$ cat config.mk
export PLATFORM = sky130hd
export DESIGN_NAME = scan_loader
export DESIGN_NICKNAME = d
export VERILOG_FILES = /design/src/rtl/pat_scan_pkg.sv /design/src/rtl/scan_rb_capture.sv /design/src/rtl/scan_loader.sv
export SDC_FILE = /design/constraint.sdc
export NUM_CORES = 1
export LEC_CHECK = 0
export ABC_AREA = 1
export BUFFER_PORTS_ARGS = -buffer_cell sky130_fd_sc_hd__buf_2
export CAP_MARGIN = 15
export CORE_AREA = 2 2 93 68
export DETAILED_ROUTE_END_ITERATION = 16
export DIE_AREA = 0 0 95 70
export PLACE_DENSITY = 0.78
export SLEW_MARGIN = 20
export SYNTH_ARGS = -nofsm -noshare
export SYNTH_HDL_FRONTEND = slang
export SYNTH_HIERARCHICAL = 1
export SYNTH_SLANG_ARGS = --single-unit
export TNS_END_PERCENT = 30
$ cat constraint.sdc
create_clock -name clk -period 1.86 [get_ports clk]
set_input_delay 0 -clock clk [delete_from_list [all_inputs] [get_ports clk]]
set_output_delay 0 -clock clk [all_outputs]
set_load 0.02 [all_outputs]
$ cat src/rtl/pat_scan_pkg.sv
// Shared definitions for the pattern-buffer scan path.
// Holds the default frame geometry, the buffer-index width, the readback
// latency seen through the receiver (two synchroniser flops plus the chain
// output register), and the scan master's FSM state type.
package pat_scan_pkg;

    localparam int FRAME_BYTES_DEF = 22;
    localparam int BYTE_W_DEF      = 8;
    localparam int ADDR_W          = 3;
    localparam int SYNC_DEPTH      = 2;
    localparam int RB_LAT_DEF      = SYNC_DEPTH + 1;

    typedef enum logic [2:0] {
        ST_IDLE  = 3'd0,
        ST_SETUP = 3'd1,
        ST_SHIFT = 3'd2,
        ST_HOLD  = 3'd3,
        ST_DRAIN = 3'd4
    } scan_state_e;

endpackage

$ cat src/rtl/scan_rb_capture.sv
// Readback capture for the scan master.
// A delay line tracks ssel so that sout is sampled exactly in the cycles
// where the displaced counterpart of a driven bit arrives. Samples are
// deserialised MSB first into bytes.
// Ports:
//   clk, rst_n  clock and asynchronous active-low reset
//   ssel        shift enable as driven to the receiver
//   sout        serial readback from the receiver
//   rb_byte     last completed readback byte
//   rb_valid    one-cycle strobe when rb_byte updates
//   pending     high while any shifted bit has not yet been sampled
module scan_rb_capture
    import pat_scan_pkg::*;
#(
    parameter int BYTE_W = BYTE_W_DEF,
    parameter int LAT    = RB_LAT_DEF
) (
    input  logic              clk,
    input  logic              rst_n,
    input  logic              ssel,
    input  logic              sout,
    output logic [BYTE_W-1:0] rb_byte,
    output logic              rb_valid,
    output logic              pending
);

    localparam int IDX_W = $clog2(BYTE_W);

    logic [LAT-1:0]    dly_r;
    logic [BYTE_W-2:0] sh_r;
    logic [IDX_W-1:0]  idx_r;
    logic [BYTE_W-1:0] rb_byte_r;
    logic              rb_valid_r;
    logic              sample_s;

    // The oldest delay-line stage marks a cycle where sout carries a displaced bit.
    assign sample_s = dly_r[LAT-1];

    // Delay line, deserialiser and byte strobe.
    always_ff @(posedge clk or negedge rst_n) begin
        if (!rst_n) begin
            dly_r      <= {LAT{1'b0}};
            sh_r       <= {(BYTE_W-1){1'b0}};
            idx_r      <= {IDX_W{1'b0}};
            rb_byte_r  <= {BYTE_W{1'b0}};
            rb_valid_r <= 1'b0;
        end else begin
            dly_r      <= {dly_r[LAT-2:0], ssel};
            rb_valid_r <= 1'b0;
            if (sample_s) begin
                sh_r <= {sh_r[BYTE_W-3:0], sout};
                if (idx_r == IDX_W'(BYTE_W-1)) begin
                    idx_r      <= {IDX_W{1'b0}};
                    rb_byte_r  <= {sh_r, sout};
                    rb_valid_r <= 1'b1;
                end else begin
                    idx_r <= idx_r + 1'b1;
                end
            end
        end
    end

    assign rb_byte  = rb_byte_r;
    assign rb_valid = rb_valid_r;
    assign pending  = |dly_r;

endmodule

$ cat src/rtl/scan_loader.sv
// Serial-scan master for the pattern buffer test port.
// Loads one FRAME_BYTES image per start command, MSB first, one bit per clk
// while ssel is high, stalling (ssel low, sin held) whenever the host has no
// byte ready. The displaced chain contents come back on sout and are
// returned as rb_byte/rb_valid. done pulses while busy is still high, so a
// start in that cycle is ignored.
// Ports:
//   clk, rst_n            clock and asynchronous active-low reset
//   start, start_addr     command strobe and target buffer index
//   busy, done            frame in progress / end-of-frame pulse
//   byte_in, byte_valid,
//   byte_ready            host byte stream (accepted on valid && ready)
//   rb_byte, rb_valid     readback bytes
//   sin, ssel, saddr      scan port to the pattern buffer
//   sout                  serial readback from the pattern buffer
module scan_loader
    import pat_scan_pkg::*;
#(
    parameter int FRAME_BYTES = FRAME_BYTES_DEF,
    parameter int BYTE_W      = BYTE_W_DEF,
    parameter int SETUP_CYC   = 3,
    parameter int HOLD_CYC    = 3,
    parameter int RB_LAT      = RB_LAT_DEF
) (
    input  logic              clk,
    input  logic              rst_n,
    input  logic              start,
    input  logic [ADDR_W-1:0] start_addr,
    output logic              busy,
    output logic              done,
    input  logic [BYTE_W-1:0] byte_in,
    input  logic              byte_valid,
    output logic              byte_ready,
    output logic [BYTE_W-1:0] rb_byte,
    output logic              rb_valid,
    output logic              sin,
    output logic              ssel,
    output logic [ADDR_W-1:0] saddr,
    input  logic              sout
);

    localparam int TOTAL_BITS = FRAME_BYTES * BYTE_W;
    localparam int BIT_CNT_W  = $clog2(TOTAL_BITS + 1);
    localparam int BYTE_CNT_W = $clog2(FRAME_BYTES + 1);
    localparam int IDX_W      = $clog2(BYTE_W);
    localparam int PH_MAX     = (SETUP_CYC > HOLD_CYC) ? SETUP_CYC : HOLD_CYC;
    localparam int PH_W       = $clog2(PH_MAX + 1);

    scan_state_e         state_r, state_nxt;
    logic [ADDR_W-1:0]   saddr_r, saddr_nxt;
    logic                busy_r, busy_nxt;
    logic                done_r, done_nxt;
    logic                byte_ready_r, byte_ready_nxt;
    logic                sin_r, sin_nxt;
    logic                ssel_r, ssel_nxt;
    logic [BYTE_W-2:0]   sh_r, sh_nxt;          // bits of the current byte not yet driven
    logic [IDX_W-1:0]    bits_left_r, bits_left_nxt;
    logic [BIT_CNT_W-1:0] bit_cnt_r, bit_cnt_nxt;
    logic [BYTE_CNT_W-1:0] byte_cnt_r, byte_cnt_nxt;
    logic [PH_W-1:0]     ph_cnt_r, ph_cnt_nxt;  // shared by SETUP and HOLD
    logic                accept_s;
    logic                rb_pending_s;

    assign accept_s = byte_valid && byte_ready_r;

    // Next-state and next-output computation for the scan FSM.
    always_comb begin
        state_nxt     = state_r;
        saddr_nxt     = saddr_r;
        busy_nxt      = busy_r;
        done_nxt      = 1'b0;
        sin_nxt       = sin_r;
        ssel_nxt      = 1'b0;
        sh_nxt        = sh_r;
        bits_left_nxt = bits_left_r;
        bit_cnt_nxt   = bit_cnt_r;
        byte_cnt_nxt  = byte_cnt_r;
        ph_cnt_nxt    = ph_cnt_r;

        case (state_r)
            ST_IDLE: begin
                if (start) begin
                    state_nxt     = ST_SETUP;
                    saddr_nxt     = start_addr;
                    busy_nxt      = 1'b1;
                    bits_left_nxt = {IDX_W{1'b0}};
                    bit_cnt_nxt   = {BIT_CNT_W{1'b0}};
                    byte_cnt_nxt  = {BYTE_CNT_W{1'b0}};
                    ph_cnt_nxt    = {PH_W{1'b0}};
                end else begin
                    state_nxt = ST_IDLE;
                end
            end
            ST_SETUP: begin
                if (ph_cnt_r == PH_W'(SETUP_CYC - 1)) begin
                    state_nxt  = ST_SHIFT;
                    ph_cnt_nxt = {PH_W{1'b0}};
                end else begin
                    ph_cnt_nxt = ph_cnt_r + 1'b1;
                end
            end
            ST_SHIFT: begin
                // The terminal count is only ever reached, never passed.
                if (bit_cnt_r == BIT_CNT_W'(TOTAL_BITS)) begin
                    state_nxt = ST_HOLD;
                end else if (bits_left_r != {IDX_W{1'b0}}) begin
                    sin_nxt       = sh_r[BYTE_W-2];
                    sh_nxt        = {sh_r[BYTE_W-3:0], 1'b0};
                    bits_left_nxt = bits_left_r - 1'b1;
                    ssel_nxt      = 1'b1;
                    bit_cnt_nxt   = bit_cnt_r + 1'b1;
                end else if (accept_s) begin
                    sin_nxt       = byte_in[BYTE_W-1];
                    sh_nxt        = byte_in[BYTE_W-2:0];
                    bits_left_nxt = IDX_W'(BYTE_W - 1);
                    byte_cnt_nxt  = byte_cnt_r + 1'b1;
                    ssel_nxt      = 1'b1;
                    bit_cnt_nxt   = bit_cnt_r + 1'b1;
                end else begin
                    // Underrun: no shift this cycle, sin keeps its value.
                    ssel_nxt = 1'b0;
                end
            end
            ST_HOLD: begin
                if (ph_cnt_r == PH_W'(HOLD_CYC - 1)) begin
                    state_nxt  = ST_DRAIN;
                    ph_cnt_nxt = {PH_W{1'b0}};
                end else begin
                    ph_cnt_nxt = ph_cnt_r + 1'b1;
                end
            end
            ST_DRAIN: begin
                // done is raised while still busy; busy drops the cycle after.
                if (done_r) begin
                    state_nxt = ST_IDLE;
                    busy_nxt  = 1'b0;
                end else if (!rb_pending_s) begin
                    done_nxt = 1'b1;
                end else begin
                    done_nxt = 1'b0;
                end
            end
            default: begin
                state_nxt = ST_IDLE;
                busy_nxt  = 1'b0;
            end
        endcase

        // Ready is registered, so it is derived from the state being entered.
        byte_ready_nxt = (state_nxt == ST_SHIFT) &&
                         (bits_left_nxt == {IDX_W{1'b0}}) &&
                         (byte_cnt_nxt < BYTE_CNT_W'(FRAME_BYTES));
    end

    // State and registered-output update.
    always_ff @(posedge clk or negedge rst_n) begin
        if (!rst_n) begin
            state_r      <= ST_IDLE;
            saddr_r      <= {ADDR_W{1'b0}};
            busy_r       <= 1'b0;
            done_r       <= 1'b0;
            byte_ready_r <= 1'b0;
            sin_r        <= 1'b0;
            ssel_r       <= 1'b0;
            sh_r         <= {(BYTE_W-1){1'b0}};
            bits_left_r  <= {IDX_W{1'b0}};
            bit_cnt_r    <= {BIT_CNT_W{1'b0}};
            byte_cnt_r   <= {BYTE_CNT_W{1'b0}};
            ph_cnt_r     <= {PH_W{1'b0}};
        end else begin
            state_r      <= state_nxt;
            saddr_r      <= saddr_nxt;
            busy_r       <= busy_nxt;
            done_r       <= done_nxt;
            byte_ready_r <= byte_ready_nxt;
            sin_r        <= sin_nxt;
            ssel_r       <= ssel_nxt;
            sh_r         <= sh_nxt;
            bits_left_r  <= bits_left_nxt;
            bit_cnt_r    <= bit_cnt_nxt;
            byte_cnt_r   <= byte_cnt_nxt;
            ph_cnt_r     <= ph_cnt_nxt;
        end
    end

    scan_rb_capture #(
        .BYTE_W (BYTE_W),
        .LAT    (RB_LAT)
    ) u_rb_capture (
        .clk      (clk),
        .rst_n    (rst_n),
        .ssel     (ssel_r),
        .sout     (sout),
        .rb_byte  (rb_byte),
        .rb_valid (rb_valid),
        .pending  (rb_pending_s)
    );

    assign busy       = busy_r;
    assign done       = done_r;
    assign byte_ready = byte_ready_r;
    assign sin        = sin_r;
    assign ssel       = ssel_r;
    assign saddr      = saddr_r;

endmodule

==> impl_metrics.py <==
metrics = {
    "clock_tree": {
        "root_buffer": "clkbuf_8",
        "cts-resized-gates": 0,
        "h-tree-depth": 3,
        "clkTransAtPathRegs_ps": 70,
        "cts_tree": "built",
        "cts.sinks": 58,
        "cts-buffers-inserted": 9,
        "clock_latency_ps": 340,
        "clk_path_buf_depth": 2,
    },
    "power": {
        "p_total_w": 0.00587,
        "power_switching_w": 0.00247,
        "p_leak_nw": 1.83,
        "clkPwrFrac": 0.220,
        "power_frac_seq": 0.354,
        "p_sw_frac": 0.420,
        "power_density_mw_per_mm2": 1720,
        "vdd_drop_max_mv": 1.05,
        "p_comb_frac": 0.426,
        "intPower_w": 0.00340,
    },
    "die": {
        "rows": 24,
        "die_x_um": 95,
        "io_pins": 33,
        "fp.dieH_um": 70,
        "die_area_mm2": 0.00665,
        "core-area_mm2": 0.00592,
        "initial_core_util": 0.478,
    },
    "final_layout": {
        "fin_area_mm2": 0.00342,
        "layout_common_cells": "98 x nand2_1, 58 x dfrtp_1, 41 x inv_1, 32 x buf_2, 24 x nor2_1",
        "nets": 406,
        "drive_gt1_frac": 0.186,
        "final_common_cell": "nand2_1",
        "fin_cells": 466,
        "n_antenna_cell": 0,
        "area.growth.synth_to_final_pct": 20.7,
    },
    "worst_setup_path": {
        "ff2ff_path_depth": 10,
        "r2r_slack_ps": 160,
        "critPathLaunchType": "flip-flop",
        "startpoint": "bits_left_r[0]",
        "critPathSlowestCell": "dfrtp_1",
        "required_ps": 2120,
        "cp.arrival_ps": 1960,
        "end_kind": "flip-flop",
        "r2r-end": "byte_ready",
        "crit_type": "reg -> reg",
        "cp_top_family": "simple AND/OR/NAND/NOR gates",
        "r2r-start": "bits_left_r[0]",
        "worst-path-buf-inv": 2,
        "path_max_fanout": 4,
        "path_cells": "inv_1, ha_1, inv_1, nor2_1, nand2_1, nand2_2, o21ai_0, nand2_1, nand4_1, a21oi_1",
        "slowest_delay_ps": 380,
    },
    "timing": {
        "skew_ps": 14.7,
        "slew_headroom": 0.666,
        "tns_ps": 0,
        "setup_violations": 0,
        "final_hold_viol_count": 0,
        "fmax_mhz": 587,
        "worst_slew_pin_slew_ps": 501,
        "rsz0062_at_grt": "no",
        "min_period_ps": 1700,
        "slew_viol_final": 0,
        "fin_crit_sh": 0.916,
    },
    "detailed_routing": {
        "first_pass_iters": 4,
        "drcViolationCount": 0,
        "vias": 2263,
        "wire_per_inst_um": 11.4,
        "ant_nets": 0,
        "wl_met3_um": 257,
        "top_layer_used": "met4",
        "viasPerCell": 4.86,
        "drtIter0Drc": 179,
        "dr_wl_met2_um": 2280,
        "met1_length_um": 2680,
        "wirelength_um": 5290,
    },
    "run_status": {
        "status": "complete, no violations",
    },
    "global_routing": {
        "grt.overflow.total": 0,
        "grt_pass1_wl_um": 8940,
        "grt_max_degree": 38,
        "antenna_found_initial": 0,
        "grt.total_usage": 0.175,
        "first_global_vias": 2015,
    },
    "flow_run": {
        "cap_violations": 0,
    },
    "synth": {
        "ys_types": 32,
        "yosys_warnings": 6,
        "netlist_instances": 330,
        "syn_nets": 353,
        "synthesis.area_mm2": 0.00283,
        "synth_seq_cells": 58,
        "syn_avg_cell_area_um2": 8.57,
        "synth-seq-area-share": 0.513,
    },
    "placed_design": {
        "portBuffers": 32,
        "hpwl_um": 3780,
        "placed_area_mm2": 0.00306,
        "globalplace.congestion": 0.839,
        "dp.cells": 437,
    },
    "min_path": {
        "hold_class": "in -> async",
    },
}
==> logic make-up after synthesis <==
| group | count (synthesis) | synth area share |
|---|---|---|
| buffers and inverters | 53 | 0.0867 |
| adders and majority gates | 7 | 0.0310 |
| DFF | 58 | 0.513 |
| AOI/OAI and AO/OA | 45 | 0.0907 |
| xor gates and xnor gates | 3 | 0.00929 |
| and+or+nand+nor | 164 | 0.269 |
==> area by class of cell <==
type / instances / area [µm²]
well taps: 78 / 97.6
flip-flops and latches: 58 / 1450
fillers: 528 / 2500
multi-input cells: 219 / 1130
clock inverters: 7 / 103
clock buffers: 9 / 124
repair buffers: 49 / 333
inverters: 46 / 175
==> power by group through the flow <==
stage	registers, W	clock network (W)	logic (W)
final	0.00208	0.00129	0.00250
after global routing	0.00214	0.00139	0.00286
after CTS	0.00208	0.00132	0.00252
after detailed placement	0.00210	0	0.00249
after global placement	0.00208	0	0.00241
after floorplan	0.00219	0	0.00182
==> sequential cells by signal, indices dropped and copies added, names as in the netlist, 2 cells and up <==
name,count
u_rb_capture/sh_r,7
state_r,3
u_rb_capture/dly_r,3
saddr,3
ph_cnt_r,2
u_rb_capture/idx_r,3
byte_cnt_r,5
bits_left_r,3
u_rb_capture/rb_byte,8
bit_cnt_r,8
sh_r,7
==> how the worst max path moves through the flow <==
stage / endpoint / depth (start not counted) / slack, ps
detailed placement: bit_cnt_r[2] / 10 / 180
finish: byte_ready / 10 / 160
CTS: bit_cnt_r[2] / 10 / 170
floorplan: byte_ready / 11 / 320
global placement: byte_ready / 10 / 220
global route: byte_ready / 9 / 0.4
==> metrics by stage <==
stage | setup slack, ps | utilization | hold slack, ps
floorplan | 319 | - | -296
global placement | 222 | 0.517 | 7.51
detailed placement | 180 | 0.517 | 3.23
CTS | 174 | 0.577 | 171
global route | 0.436 | 0.577 | 207
finish | 156 | 0.577 | 171
==> synthesized netlist by cell type <==
cell	n	area [µm²]
o22ai_1	1	6.26
buf_4	1	7.51
o31ai_1	4	30.0
and2_1	1	6.26
buf_6	3	33.8
o211ai_1	7	52.6
nand3_1	18	90.1
nand2_1	98	368
inv_4	1	6.26
xor2_1	3	26.3
nand2_2	3	18.8
o21ai_0	21	105
clkbuf_1	1	3.75
nor3_2	1	10.0
nor3_1	2	10.0
nor2_4	4	45.0
dfrtp_1	58	1450
a22oi_1	1	7.51
nand4_1	5	31.3
inv_1	41	154
nor4_1	1	6.26
inv_2	4	15.0
nand2_4	3	33.8
nand3_2	2	20.0
buf_2	1	5.00
nor2_1	24	90.1
a21oi_1	8	40.0
nand2_8	1	20.0
ha_1	7	87.6
o21ai_1	3	15.0
nand4_2	1	12.5
buf_12	1	20.0
==> routing by layer <==
layer	vias to the layer above	global-route usage
met1	1031	0.243
li1	1163	-
met5	-	0
met2	63	0.252
met3	6	0.0561
met4	0	0.0709
==> what timing repair did <==
action | in CTS | in global routing
hold buffers | 13 | 0
setup buffers | 0 | 0
hold endpoints to repair | 34 | 0
Power figures use the tool's default switching activity.
